--- config.mk ---
export PLATFORM = sky130hd
export DESIGN_NAME = id_hazard_stall_ctrl
export DESIGN_NICKNAME = d
export VERILOG_FILES = /design/src/rtl/id_hazard_stall_ctrl_pkg.sv /design/src/rtl/hazard_match_cmp.sv /design/src/rtl/id_hazard_stall_ctrl.sv
export SDC_FILE = /design/constraint.sdc
export NUM_CORES = 1
export LEC_CHECK = 0
export BUFFER_PORTS_ARGS = -buffer_cell sky130_fd_sc_hd__buf_2
export CAP_MARGIN = 10
export CORE_MARGIN = 3
export CORE_UTILIZATION = 55
export CTS_CLUSTER_DIAMETER = 100
export DETAILED_ROUTE_END_ITERATION = 8
export PLACE_DENSITY = 0.85
export SLEW_MARGIN = 20
export SYNTH_ARGS = -nofsm -noshare
export SYNTH_HDL_FRONTEND = slang
export SYNTH_SLANG_ARGS = --single-unit
export TNS_END_PERCENT = 10
--- constraint.sdc ---
create_clock -name clk -period 5 [get_ports clk]
set_input_delay 0 -clock clk [delete_from_list [all_inputs] [get_ports clk]]
set_output_delay 0 -clock clk [all_outputs]
set_load 0.02 [all_outputs]
--- src/rtl/id_hazard_stall_ctrl_pkg.sv ---
// Shared pipeline constants: register-index width, zero register, stall lengths and the stall FSM encoding.
// No logic or latency; imported by the hazard controller and its compare sub-module.
package id_hazard_stall_ctrl_pkg;

    localparam int REG_W      = 5;
    localparam int ZERO_REG   = 0;

    localparam int LOAD_USE_N = 1;
    localparam int BR_ALU_N   = 1;
    localparam int BR_LD_N    = 2;

    typedef enum logic {
        ST_RUN  = 1'b0,
        ST_HOLD = 1'b1
    } stall_state_t;

endpackage

--- src/rtl/hazard_match_cmp.sv ---
// Compares the ID instruction's source operands against one destination register; $0 never matches.
// Purely combinational, zero latency, no backpressure.
module hazard_match_cmp #(
    parameter int REG_W = id_hazard_stall_ctrl_pkg::REG_W
) (
    input  logic [REG_W-1:0] rs,
    input  logic [REG_W-1:0] rt,
    input  logic             uses_rs,
    input  logic             uses_rt,
    input  logic [REG_W-1:0] dest,
    output logic             match
);

    import id_hazard_stall_ctrl_pkg::*;

    logic dest_live;

    assign dest_live = (dest != REG_W'(ZERO_REG));
    assign match     = dest_live && ((uses_rs && (rs == dest)) || (uses_rt && (rt == dest)));

endmodule

--- src/rtl/id_hazard_stall_ctrl.sv ---
// ID-stage stall controller: freezes PC and IF/ID and bubbles ID/EX for load-use and branch operand hazards.
// Stall decision is combinational in the detection cycle; multi-cycle stalls are held by a 2-bit down-counter.
module id_hazard_stall_ctrl #(
    parameter int REG_W   = id_hazard_stall_ctrl_pkg::REG_W,
    parameter int CNT_W   = 32,
    parameter int BR_LD_N = id_hazard_stall_ctrl_pkg::BR_LD_N
) (
    input  logic             clk,
    input  logic             rst_n,
    input  logic [REG_W-1:0] if_id_rs,
    input  logic [REG_W-1:0] if_id_rt,
    input  logic             id_uses_rs,
    input  logic             id_uses_rt,
    input  logic             id_is_branch,
    input  logic [REG_W-1:0] id_ex_wr_reg,
    input  logic             id_ex_reg_write,
    input  logic             id_ex_mem_read,
    input  logic [REG_W-1:0] ex_m_rd,
    input  logic             ex_m_mem_read,
    input  logic             pipe_flush,
    input  logic             halt,
    output logic             pc_write,
    output logic             if_id_write,
    output logic             id_ex_bubble,
    output logic             stall_active,
    output logic [CNT_W-1:0] stall_cycles
);

    import id_hazard_stall_ctrl_pkg::*;

    stall_state_t state, next_state;
    logic [1:0]   cnt, next_cnt;
    logic [1:0]   need;
    logic         match_ex, match_mem;
    logic         stall;

    hazard_match_cmp #(.REG_W(REG_W)) u_cmp_ex (
        .rs      (if_id_rs),
        .rt      (if_id_rt),
        .uses_rs (id_uses_rs),
        .uses_rt (id_uses_rt),
        .dest    (id_ex_wr_reg),
        .match   (match_ex)
    );

    hazard_match_cmp #(.REG_W(REG_W)) u_cmp_mem (
        .rs      (if_id_rs),
        .rt      (if_id_rt),
        .uses_rs (id_uses_rs),
        .uses_rt (id_uses_rt),
        .dest    (ex_m_rd),
        .match   (match_mem)
    );

    // Detection only runs in RUN, and never while flushing or halted.
    always_comb begin
        need = 2'd0;
        if (state == ST_RUN && !pipe_flush && !halt) begin
            if (id_is_branch && id_ex_mem_read && match_ex)
                need = 2'(BR_LD_N);
            else if (id_is_branch && id_ex_reg_write && match_ex)
                need = 2'(BR_ALU_N);
            else if (id_is_branch && ex_m_mem_read && match_mem)
                need = 2'(BR_ALU_N);
            else if (!id_is_branch && id_ex_mem_read && match_ex)
                need = 2'(LOAD_USE_N);
        end
    end

    always_comb begin
        next_state = state;
        next_cnt   = cnt;
        if (pipe_flush) begin
            next_state = ST_RUN;
            next_cnt   = 2'd0;
        end else if (!halt) begin
            case (state)
                ST_RUN: begin
                    if (need != 2'd0) begin
                        next_cnt   = need - 2'd1;
                        next_state = (need > 2'd1) ? ST_HOLD : ST_RUN;
                    end
                end
                ST_HOLD: begin
                    next_cnt = cnt - 2'd1;
                    if (cnt == 2'd1)
                        next_state = ST_RUN;
                end
                default: begin
                    next_state = ST_RUN;
                    next_cnt   = 2'd0;
                end
            endcase
        end
    end

    always_ff @(posedge clk or negedge rst_n) begin
        if (!rst_n) begin
            state <= ST_RUN;
            cnt   <= 2'd0;
        end else begin
            state <= next_state;
            cnt   <= next_cnt;
        end
    end

    assign stall = !pipe_flush && ((state == ST_RUN && need != 2'd0) || state == ST_HOLD);

    // A flush re-opens the front end even if halted; reset holds it closed.
    assign pc_write     = rst_n && (pipe_flush || !(stall || halt));
    assign if_id_write  = pc_write;
    assign id_ex_bubble = !rst_n || pipe_flush || stall || halt;
    assign stall_active = rst_n && stall && !halt;

    always_ff @(posedge clk or negedge rst_n) begin
        if (!rst_n)
            stall_cycles <= '0;
        else if (stall_active && stall_cycles != {CNT_W{1'b1}})
            stall_cycles <= stall_cycles + 1'b1;
    end

endmodule

==> Implementation_results.wiki <==
{| class="wikitable"
! Metric !! Value
|-
| Longest Clk Path Bufs || 2
|-
| Register Area || slightly below 900 um2
|-
| Global-route wire length before repair || approximately 7600 um
|-
| CTS clk-pin slew, worst paths || about 0.070 ns
|-
| Register-to-register path setup slack || 2.38 ns
|-
| End of the worst hold path || cnt[1]$_DFFE_PN0P_
|-
| Buffering stage count on the worst path with inverters included || 1
|-
| Skew final || 0.00393 ns
|-
| Via count of the first global-routing pass || 1767
|-
| PwrDens || around 230 nW/um2
|-
| Total DRC errors in the routed layout || 0
|-
| Max H-tree Level || 2
|-
| Starting Density || roughly 60%
|-
| RSZ-0062 raised after global routing || no
|-
| Outcome || complete, no violations
|-
| Height of the chip || just under 70 um
|-
| Stage delay of the slowest cell on the critical path || around 0.57 ns
|-
| Predominant post-synthesis flop cell || sky130_fd_sc_hd__dfrtp_1
|-
| Fraction of layout cells with a size suffix above 1 || a little under a third
|-
| Sort of element at the start of the critical path || flip-flop
|-
| Syn_nets || between 200 and 250
|-
| Final setup violating endpoints || 0
|-
| Most frequent cell after synthesis || sky130_fd_sc_hd__xnor2_1
|-
| Reported leakage power || 1.22 nW
|-
| Largest net degree at the start of global routing || 39
|-
| Initial antenna violation count || 0
|-
| Depth of the worst register-to-register path || 8
|-
| DRT Wirelength || 4670 um
|-
| Antenna Violating Nets Remaining || 0
|-
| Grt total ovfl || 0
|-
| Average cell area after synthesis || between 10 and 15 um2
|-
| Overall power of the completed layout || between 0.0005 and 0.0006 W
|-
| Peak clock frequency supported by timing || ~0.38 GHz
|-
| Period utilization || 52.3%
|-
| Clock period minus final worst setup slack || between 2 and 3 ns
|-
| CTS Sinks || 35
|-
| Floorplan die width || 67.5 um
|-
| Reported max-cap violation count || 0
|-
| Critical Path AT || around 2.8 ns
|-
| Number of buffers inserted during clock tree synthesis || 5
|-
| Global-route usage over all layers || between 20 and 25%
|-
| Total core area || ~3500 um2
|-
| Final hold violation count || 0
|-
| TritonCTS clock tree || done
|-
| Hold-critical path depth || 2
|-
| Post-synth EDFFs || 0
|-
| Routed length per placed instance || between 10 and 15 um
|-
| Cell-by-cell trace of the critical path || nor3_1, nand3_1, ha_1, inv_1, o2111ai_1, nor3_1, nor3b_1, xor2_1
|-
| Number of placement rows || 21
|-
| Count of different cell masters after synthesis || 40
|-
| Worst Path Class, Setup || reg -> reg
|-
| Port Buf Inserts || 65
|-
| Clk Tree Root Cell || sky130_fd_sc_hd__clkbuf_8
|-
| Number of inserted diodes || 0
|-
| Worst-margin pin slew || around 0.8 ns
|-
| Ports placed on the boundary || 66
|-
| First-pass iteration count of the detailed router || 4
|-
| Peak ir drop on the vdd network || roughly 0.31 mV
|-
| DRC marker count from the first detailed-route iteration || 65
|-
| Endpoint required time on the critical path || 5.22 ns
|-
| Origin of the worst min-delay path || halt
|-
| Cell type of the slowest stage on the worst timing path || sky130_fd_sc_hd__nor3_1
|-
| Number of warning messages in the yosys log || 0
|-
| Critical register-to-register path endpoint || stall_cycles[28]$_DFFE_PN0P_
|-
| Filler instances || about 280
|-
| Top cells by area, synth || sky130_fd_sc_hd__dfrtp_1 (42%), sky130_fd_sc_hd__xnor2_1 (21%), sky130_fd_sc_hd__nand4_1 (4.8%)
|-
| Footprint of the multi-input gates || 1160 um2
|-
| Via-to-Cell Ratio || between 5 and 6
|-
| Proportion of register bits with asynchronous set or reset after synthesis || 100%
|-
| Area enclosed by the die boundary || 4560 um2
|-
| Clock latency at the later pin of the worst-skew pair || slightly below 0.3 ns
|-
| Setup repair bufs after CTS || 0
|-
| Weighted congestion reported at the end of routability-driven placement || around 0.84
|-
| Via count || 1819
|-
| Aggregate negative setup slack || 0 ns
|-
| Number of register bits inferred by synthesis || 35
|-
| Synth top cells by count || sky130_fd_sc_hd__xnor2_1 (49), sky130_fd_sc_hd__dfrtp_1 (35), sky130_fd_sc_hd__nand2_1 (20)
|-
| Setup crit end kind || flip-flop
|-
| Maximum fanout along the worst path || 6
|-
| Library cell with the largest summed area after synthesis || sky130_fd_sc_hd__dfrtp_1
|-
| Type of the most critical hold path || in -> reg
|-
| Total standard cell area after synthesis || about 2100 um2
|-
| Tightest slew margin relative to the limit || a little under half
|-
| Area growth, synth to finish || 23.8%
|-
| Post-Syn Instances || 206
|-
| Largest delay contributor family on the critical path || simple AND/OR/NAND/NOR gates
|-
| Slew Limit Fails || 0
|-
| Part of the Yosys area used for sequential elements || a little over two fifths
|-
| Layout net count || slightly above 300
|-
| Yosys top cell area share || a little over two fifths
|-
| Crit Reg-Reg Startpoint || state$_DFFE_PN0P_
|-
| Worst hold slack || 0.0574 ns
|-
| Placed wire-length estimate || roughly 3500 um
|-
| Crit path top cell by count || sky130_fd_sc_hd__nor3_1
|}
timing repair:
action	in CTS	in global routing
hold buffers	2	0
resized for setup	0	0
hold endpoints to repair	36	0
placed cells by master, fill, tap and decap left out, drive strengths merged, types with 2 or more instances in the layout:
cell type / count
buf: 65
and4: 4
o22ai: 2
inv: 7
clkbuf: 5
dfrtp: 35
nor2: 8
clkinv: 2
dlygate4sd3: 2
a21oi: 6
and2: 2
nand4: 18
nand3: 18
mux2: 2
nor3: 7
nand2: 20
ha: 3
xor2: 2
xnor2: 49
and3: 5
layer usage:
| metal | wire length (um) | global-route usage (%) | vias to the layer above |
|---|---|---|---|
| met1 | 2010 | 27.3 | 861 |
| met2 | 2210 | 36.3 | 64 |
| met5 | 0 | 0 | - |
| met4 | 107 | 10.1 | 0 |
| met3 | 344 | 5.49 | 13 |
| li1 | - | - | 881 |
state kept, by name, indices dropped and copies added (netlist names):
signal,flops
stall_cycles,32
cnt,2
state,1
cell families after synthesis:
logic type,Yosys count,share of synthesized area [%]
buf+inv,9,2.16
compound gates,18,7.51
mux,2,1.08
xor+xnor,51,21.4
simple gates,88,24.0
fa+ha+maj,3,1.80
flops,35,42.0
layout make-up:
type | count | area share [%]
multi-input combinational | 162 | 45.1
sequential | 35 | 33.9
timing repair buffer | 67 | 13.4
clock buffer | 5 | 2.67
inverter | 7 | 1.02
clock inverter | 3 | 1.70
tap | 46 | 2.23
worst reg2reg max path, stage by stage, from the launching register on:
cell                        delay [ns]
sky130_fd_sc_hd__dfrtp_1          0.44
sky130_fd_sc_hd__nor3_1           0.35
sky130_fd_sc_hd__nand3_1          0.13
sky130_fd_sc_hd__ha_1             0.28
sky130_fd_sc_hd__inv_1            0.07
sky130_fd_sc_hd__o2111ai_1        0.24
sky130_fd_sc_hd__nor3_1           0.57
sky130_fd_sc_hd__nor3b_1          0.29
sky130_fd_sc_hd__xor2_1           0.16
report_power, final:
| part | internal [W] | total (W) | leakage, nW | switching (W) |
|---|---|---|---|---|
| sequential | 0.000285 | 0.000287 | 0.488 | 0.00000243 |
| clock | 0.000148 | 0.000251 | 0.0581 | 0.000103 |
| combinational | 0.0000277 | 0.0000600 | 0.669 | 0.0000324 |
| total | 0.000461 | 0.000598 | 1.22 | 0.000138 |
stage by stage:
stage | instances | utilization, % | setup slack, ns | area, um2
global placement | 315 | 70.0 | 2.34 | 2450
finish | 325 | 73.8 | 2.38 | 2580
global route | 325 | 73.8 | 2.12 | 2580
detailed placement | 315 | 70.0 | 2.24 | 2450
CTS | 325 | 73.8 | 2.40 | 2580
floorplan | 206 | - | 2.54 | 2080
worst max-delay path by stage:
stage | start | endpoint | slack, ns | depth (start not counted)
2_1_floorplan | ex_m_rd[1] | stall_cycles[15]$_DFFE_PN0P_ | 2.54 | 12
4_1_cts | state$_DFFE_PN0P_ | stall_cycles[28]$_DFFE_PN0P_ | 2.40 | 8
3_5_place_dp | id_ex_wr_reg[2] | stall_cycles[28]$_DFFE_PN0P_ | 2.24 | 12
3_3_place_gp | id_ex_wr_reg[2] | stall_cycles[28]$_DFFE_PN0P_ | 2.34 | 12
6_report | state$_DFFE_PN0P_ | stall_cycles[28]$_DFFE_PN0P_ | 2.38 | 8
5_1_grt | state$_DFFE_PN0P_ | stall_cycles[28]$_DFFE_PN0P_ | 2.12 | 8
Note: power is estimated with default switching activity, not from simulation.
